--- src/rtl/y86_fetch_buffer.sv ---
// Y86 fetch stage: gathers the 10-byte instruction window at PC from
// 64-bit instruction memory and hands it to the decoder over valid/ready.
module y86_fetch_buffer #(
  parameter int MEM_BYTES = 4096
) (
  input  logic        clock,
  input  logic        reset,
  input  logic        fetch_start,
  input  logic [63:0] pc,
  input  logic        flush,
  output logic        busy,
  output logic        mem_req,
  output logic [60:0] mem_addr,
  input  logic [63:0] mem_rdata,
  input  logic        mem_valid,
  input  logic        mem_error,
  output logic        instr_valid,
  input  logic        instr_ready,
  output logic [0:79] instruction,
  output logic        imem_error
);

  typedef enum logic [1:0] {
    S_IDLE,
    S_REQ,
    S_OUT,
    S_DRAIN
  } state_t;

  localparam logic [63:0] LP_LIMIT  = 64'(MEM_BYTES);
  localparam logic [60:0] LP_WLIMIT = 61'(MEM_BYTES / 8);

  state_t      r_state;
  state_t      w_state_nxt;
  logic [2:0]  r_off;
  logic [1:0]  r_n;
  logic [1:0]  r_i;
  logic [60:0] r_addr;
  logic [0:79] r_buf;
  logic        r_err;

  logic        w_start;
  logic        w_pc_bad;
  logic        w_acc;
  logic [1:0]  w_i_inc;
  logic        w_last;
  logic [4:0]  w_idx;
  logic [0:79] w_buf_nxt;

  assign w_start  = (r_state == S_IDLE) && fetch_start && !flush;
  assign w_pc_bad = (pc >= LP_LIMIT);
  assign w_acc    = (r_state == S_REQ) && mem_valid && !flush;
  assign w_i_inc  = r_i + 2'd1;
  assign w_last   = (w_i_inc == r_n) ||
                    ((r_addr + 61'd1) >= LP_WLIMIT);

  // Window byte j lives at word (j+off)>>3, lane (j+off)&7.
  always_comb begin
    w_buf_nxt = r_buf;
    w_idx     = '0;
    for (int j = 0; j < 10; j++) begin
      w_idx = 5'(j) + {2'b00, r_off};
      if (w_idx[4:3] == r_i)
        w_buf_nxt[8*j +: 8] = mem_rdata[{w_idx[2:0], 3'b000} +: 8];
    end
  end

  always_ff @(posedge clock) begin
    if (reset) r_state <= S_IDLE;
    else       r_state <= w_state_nxt;
  end

  always_comb begin
    w_state_nxt = r_state;
    unique case (r_state)
      S_IDLE: begin
        if (w_start) w_state_nxt = w_pc_bad ? S_OUT : S_REQ;
      end
      S_REQ: begin
        if (flush)
          w_state_nxt = mem_valid ? S_IDLE : S_DRAIN;
        else if (mem_valid && w_last)
          w_state_nxt = S_OUT;
      end
      S_OUT: begin
        if (flush || instr_ready) w_state_nxt = S_IDLE;
      end
      S_DRAIN: begin
        if (mem_valid) w_state_nxt = S_IDLE;
      end
      default: w_state_nxt = S_IDLE;
    endcase
  end

  always_comb begin
    busy        = (r_state != S_IDLE);
    mem_req     = (r_state == S_REQ) || (r_state == S_DRAIN);
    instr_valid = (r_state == S_OUT) && !flush;
  end

  always_ff @(posedge clock) begin
    if (reset) begin
      r_off  <= '0;
      r_n    <= '0;
      r_i    <= '0;
      r_addr <= '0;
      r_buf  <= '0;
      r_err  <= 1'b0;
    end else if (w_start) begin
      r_off  <= pc[2:0];
      r_n    <= (pc[2:0] == 3'd7) ? 2'd3 : 2'd2;
      r_i    <= '0;
      r_addr <= pc[63:3];
      r_buf  <= '0;
      r_err  <= w_pc_bad;
    end else if (w_acc) begin
      r_buf <= w_buf_nxt;
      r_err <= r_err | mem_error;
      r_i   <= w_i_inc;
      if (!w_last) r_addr <= r_addr + 61'd1;
    end
  end

  assign mem_addr    = r_addr;
  assign instruction = r_buf;
  assign imem_error  = r_err;

endmodule
--- config.mk ---
export PLATFORM = sky130hd
export DESIGN_NAME = y86_fetch_buffer
export DESIGN_NICKNAME = d
export VERILOG_FILES = /design/src/rtl/y86_fetch_buffer.sv
export SDC_FILE = /design/constraint.sdc
export NUM_CORES = 1
export LEC_CHECK = 0
export CORE_MARGIN = 2
export CORE_UTILIZATION = 35
export DETAILED_ROUTE_END_ITERATION = 10
export PLACE_DENSITY_LB_ADDON = 0.25
export SYNTH_ARGS = -nofsm -noshare
export SYNTH_HDL_FRONTEND = slang
export SYNTH_SLANG_ARGS = --single-unit
--- constraint.sdc ---
create_clock -name clock -period 4.1 [get_ports clock]
set_input_delay 1.025 -clock clock [delete_from_list [all_inputs] [get_ports clock]]
set_output_delay 1.025 -clock clock [all_outputs]
set_load 0.02 [all_outputs]
=== Word level (Yosys, flattened, before mapping) ===
Cells that the tools add are included.
Widths: inputs -> output; s select.

* $add $sub $neg: 11
* $lt $le $gt $ge: 2
* Eq/ne operators: 19
* Shifts and indexed selects: 10
* Muxes and demuxes: 14
* Bitwise logic cells: 1
* Reductions and logical operators: 27

{| class="wikitable"
|+ Operators with widths
! operator !! count
|-
| $shiftx 64x7->8 || 10
|-
| $mux 61 || 3
|-
| $ge 64x13->1 const B || 1
|-
| $add 61x1->61 const B || 1
|-
| $ge 61x10->1 const B || 1
|-
| $reduce_and 2->1 || 11
|-
| $add 3x3->4 const A || 4
|-
| $eq 1x2->1 || 7
|-
| $mux 2 || 7
|-
| $add 4x3->5 const A || 2
|-
| $add 2x3->4 const A || 2
|-
| $ne 2x2->1 const B || 4
|-
| $pmux 2 s4 || 1
|-
| $eq 2x2->1 || 3
|-
| $logic_and 1x1->1 || 6
|-
| $add 1x3->4 const A || 1
|-
| $eq 2x2->1 const B || 2
|-
| $logic_not 2->1 || 2
|-
| $reduce_and 4->1 || 1
|-
| $reduce_bool 2->1 || 2
|-
| $eq 3x3->1 const B || 1
|-
| $logic_or 1x1->1 || 3
|-
| $mux 1 || 3
|-
| $ne 3x2->1 const B || 1
|-
| other kinds (5) || 5
|}

* Register bits: 151
* Bits of input ports: 135
* Word-level logic and storage cells: 100

=== Longest topological paths before layout ===
* Word-level depth: 7
* Depth in mapped cells: 15
* Gate-level depth less buffers: 11

=== Worst setup path after synthesis ===
Ideal clock, no wire load.

* Path type: reg2reg
* From: reg r_addr[0] (netlist: mem_addr[0])
* To: reg r_addr[1] (netlist: mem_addr[1])
* Setup time: 86 ps
* Arrival: 3,785 ps
* Required time: 4,014 ps
* Slack: 230 ps
* Cell stages (with the launch flop): 14
* Buffers on the path: 2
* Clock period less this slack: 3,870 ps
* Cells stage by stage: dfxtp_1 ha_1 nand3_1 nor3_1 nand2_1 o21ai_0 nand4_1 or4_1 or4_4 or3_1 buf_2 buf_1 mux2i_1 a211oi_1

* Word-level cells in the longest chain between the ends: 5
* Elaborated cells between the ends (all ways): 8
* Classes of those cells: add/sub (1); order compare (1); eq/ne (1); mux (3); reduce/logical (2)

{| class="wikitable"
|+ Ends and longest elaborated chain
! element !! RTL line !! RTL
|-
| start, declared || 38 || <nowiki>logic [60:0] r_addr;</nowiki>
|-
| start signal, assigned || 113 || <nowiki>r_addr <= pc[63:3];</nowiki>
|-
| start signal, assigned || 120 || <nowiki>if (!w_last) r_addr <= r_addr + 61'd1;</nowiki>
|-
| $add 61x1->61 (*) || 55, 120 ||
|-
| $ge 61x10->1 || 55 || <nowiki>((r_addr + 61'd1) >= LP_WLIMIT);</nowiki>
|-
| $logic_or 1x1->1 || 54 || <nowiki>assign w_last = (w_i_inc == r_n) ||</nowiki>
|-
| $ne 2x2->1 (no line) || n/a ||
|-
| $reduce_and 2->1 (no line) || n/a ||
|}

Every way passes the cells marked *; elsewhere a longest branch is shown, timed or not. The select of a mux whose other input is x is not followed.
A chain may end at the register's enable or synchronous reset.

=== Worst setup path in the final report ===
* From: reg r_addr[3] (netlist: mem_addr[3])
* To: reg r_addr[58] (netlist: mem_addr[58])

Same word-level chain as after synthesis.

==> reports/results.ini <==
[timing]
setup_viol=0
slew_violations=0
finalCritPeriodShare_pct=94.0
max_freq_mhz=260
maxSlewHeadroom_pct=29.5
hold_viol_final=0
min_period_ns=3.85
clock_skew_ns=0.0139
worstMarginPinSlew_ns=1.05

[synthesis]
async_flop_share_pct=0
yosys_most_used_dff=dfxtp_1
synth_cells=1077
synthMuxAreaShare_pct=22.4
synth.area.top_cells=dfxtp_1 32%, mux4_2 15%, a211oi_1 7.3%, mux2i_1 7.1%, nand3_1 4.7%
synth_simple_gate_area_share_pct=22.3
synth_common_cells=151 x dfxtp_1, 114 x nor2_1, 100 x nand2_1, 93 x a211oi_1, 89 x nand3_1
syn_area_um2=9580
synth_top_family_by_area=multiplexers
synth_nets=1224
synth-adder-area-share_pct=1.57
synth_top_area_cell=dfxtp_1
synth_xor_area_share_pct=3.11
synth.distinct_cells=65
ys_seq_elements=151
synth_area_per_cell_um2=8.89
synth_compound_area_share_pct=14.7
yosysWarnings=0
synth_seq_area_share_pct=31.6
synth_edf_count=0
synth_top_area_share_pct=31.6
synth.most_common_cell=dfxtp_1

[worst_setup_path]
crit_path_end_kind=flip-flop
r2r_cells=11
crit_end=mem_addr[58]$_SDFFE_PP0P_
slowest_delay_ns=0.55
required_ns=4.38
reg2reg_to=mem_addr[58]$_SDFFE_PP0P_
crit_type=flip-flop to flip-flop
cp_slowest_cell=or4_4
crit_fanout=40
rrSetupSlack_ns=0.25
worstSetupStartpoint=mem_addr[3]$_SDFFE_PP0P_
r2r_start=mem_addr[3]$_SDFFE_PP0P_
cp.buffers_inverters=1
critPathTopFamily=simple AND/OR/NAND/NOR gates
cp.depth=11
arrival_ns=4.13
start_kind=flip-flop
crit_chain=nand4_1, nor4_4, nand4_2, o31ai_2, o31ai_1, or4_1, or4_4, or3_4, buf_6, nand3_1, a21oi_1

[finish]
nFillCells=2486
post-route-util_pct=51.2
final_nets=1526
postLayoutCellArea_um2=13800
area_delta_synth_final_pct=43.7
drive_gt1_share_pct=15.4

[floorplanning]
dieWidth_um=169
start_util_pct=35.6
fp-row-count=60
die_h_um=169
coreArea_um2=26900
pin_count=280
fp.dieArea_um2=28700

[power]
p_leak_nw=4.64
ir_drop_uv=239
power_density_nw_per_um2=289

[drt]
wire_per_inst_um=20.1
vias=10048
routed_via_density=5.79
ant_nets=0
drc_errors=0
firstDrtPassIters=5
routed_wl_um=34900
first_iter_violations=1006

[place]
dpl_cell_area_um2=13100
dpl.hpwl_um=26700
place_congestion=0.896
io_buffers=279

[clocking]
cts-htree-levels=4
numCtsBuffers=17
clock-sinks=151
clock_latency_ns=0.44
cts_tree=built
clock_path_buffers=2
clk_pin_slew_ns=0.06
cts_root_buffer=clkbuf_16

[outcome]
outcome=finished clean

[job]
max_cap_violations=0

[global_routing]
grt.total_usage_pct=23.8
grt_antenna_before_repair=0
grt_max_degree=71
grt_pass1_wl_um=53700
grt_pass1_vias=9519
grt_overflow=0

[worst_hold_path]
worst_hold_path_type=flip-flop to flip-flop

-- cells in the final DEF (no fill, tap or decap), types with 6 or more instances in the layout --
cell | Yosys | layout
nand4_1 | 31 | 31
nor4_1 | 23 | 23
nand3_1 | 89 | 89
dfxtp_1 | 151 | 149
inv_1 | 14 | 14
and3_1 | 17 | 17
o21ai_0 | 9 | 9
a211oi_1 | 93 | 93
nand2_1 | 100 | 100
o31ai_1 | 6 | 6
nor2_1 | 114 | 112
xor2_1 | 17 | 17
clkdlybuf4s50_1 | 0 | 278
or3_1 | 10 | 9
clkbuf_16 | 0 | 17
mux4_2 | 64 | 64
nor3_1 | 12 | 12
a31oi_1 | 9 | 9
mux2i_1 | 68 | 68
buf_4 | 1 | 94
a21oi_1 | 60 | 60
ha_1 | 12 | 12
xnor2_1 | 17 | 17
-- power breakdown --
part | leakage [nW] | internal, W | total [W] | switching (W)
registers | 1.22 | 0.00150 | 0.00154 | 0.0000383
logic | 3.13 | 0.000424 | 0.000847 | 0.000423
clock network | 0.286 | 0.000887 | 0.00160 | 0.000709
total | 4.64 | 0.00281 | 0.00398 | 0.00117
-- metal layers --
metal	wire length, µm	vias to the layer above	GRT usage [%]
met2	16000	472	38.1
met4	816	0	6.84
met3	3580	50	7.09
met5	0	-	0
li1	-	4694	-
met1	14500	4832	31.3
-- timing repair --
action                     CTS  global route
hold buffers                 0             0
gates resized for setup      0             3
setup endpoints to repair    0            61
setup buffers                0             4
-- cell type report --
type | count | area, µm² | share of cell area [%]
inverters | 15 | 56.3 | 0.409
repair buffers | 374 | 3500 | 25.5
flip-flops and latches | 151 | 3030 | 22.0
diodes | 2 | 5.00 | 0.0364
multi-input cells | 820 | 6150 | 44.7
well taps | 341 | 427 | 3.10
clock inverters | 13 | 136 | 0.991
clock buffers | 19 | 453 | 3.29
-- how the worst min path moves through the flow --
stage	start	to	slack (ns)	cells past startpoint
floorplan	r_n[0]$_SDFFE_PP0P_	r_n[0]$_SDFFE_PP0P_	0.45	2
global placement	r_n[0]$_SDFFE_PP0P_	r_n[0]$_SDFFE_PP0P_	0.46	2
detailed placement	r_n[0]$_SDFFE_PP0P_	r_n[0]$_SDFFE_PP0P_	0.47	2
CTS	r_n[0]$_SDFFE_PP0P_	r_n[0]$_SDFFE_PP0P_	0.48	2
global route	r_n[0]$_SDFFE_PP0P_	r_n[0]$_SDFFE_PP0P_	0.49	2
finish	r_n[0]$_SDFFE_PP0P_	r_n[0]$_SDFFE_PP0P_	0.47	2
-- worst reg2reg max path, cell delays in order (launching register included) --
cell     delay, ns
dfxtp_1       0.43
nand4_1       0.24
nor4_4        0.43
nand4_2       0.21
o31ai_2       0.23
o31ai_1       0.10
or4_1         0.52
or4_4         0.55
or3_4         0.53
buf_6         0.26
nand3_1       0.14
a21oi_1       0.08
-- through the flow --
stage          power [W]  hold slack, ns  TNS (ns)  std cells  setup WS (ns)
6_report         0.00398           0.470         0       1735          0.248
5_1_grt          0.00413           0.493   -0.0107       1733        -0.0107
4_1_cts          0.00400           0.475         0       1729         0.0548
3_5_place_dp     0.00240           0.466         0       1697         0.0646
3_3_place_gp     0.00240           0.459         0       1697          0.145
2_1_floorplan    0.00201           0.445         0       1077          0.230
-- flip-flops by register name (all words and copies together) (netlist names) --
signal / count
instruction: 80
mem_addr: 61
r_off: 3
r_i: 2
r_n: 2
r_state: 2
imem_error: 1
-- logic make-up after synthesis --
kind of cell,Yosys count
XOR/XNOR,34
AO/OA/AOI/OAI,206
AND/OR/NAND/NOR,434
flip-flops,151
multiplexers,134
adder cells (fa/ha/maj),12
buffers and inverters,106
(Power assumes the default switching activity.)
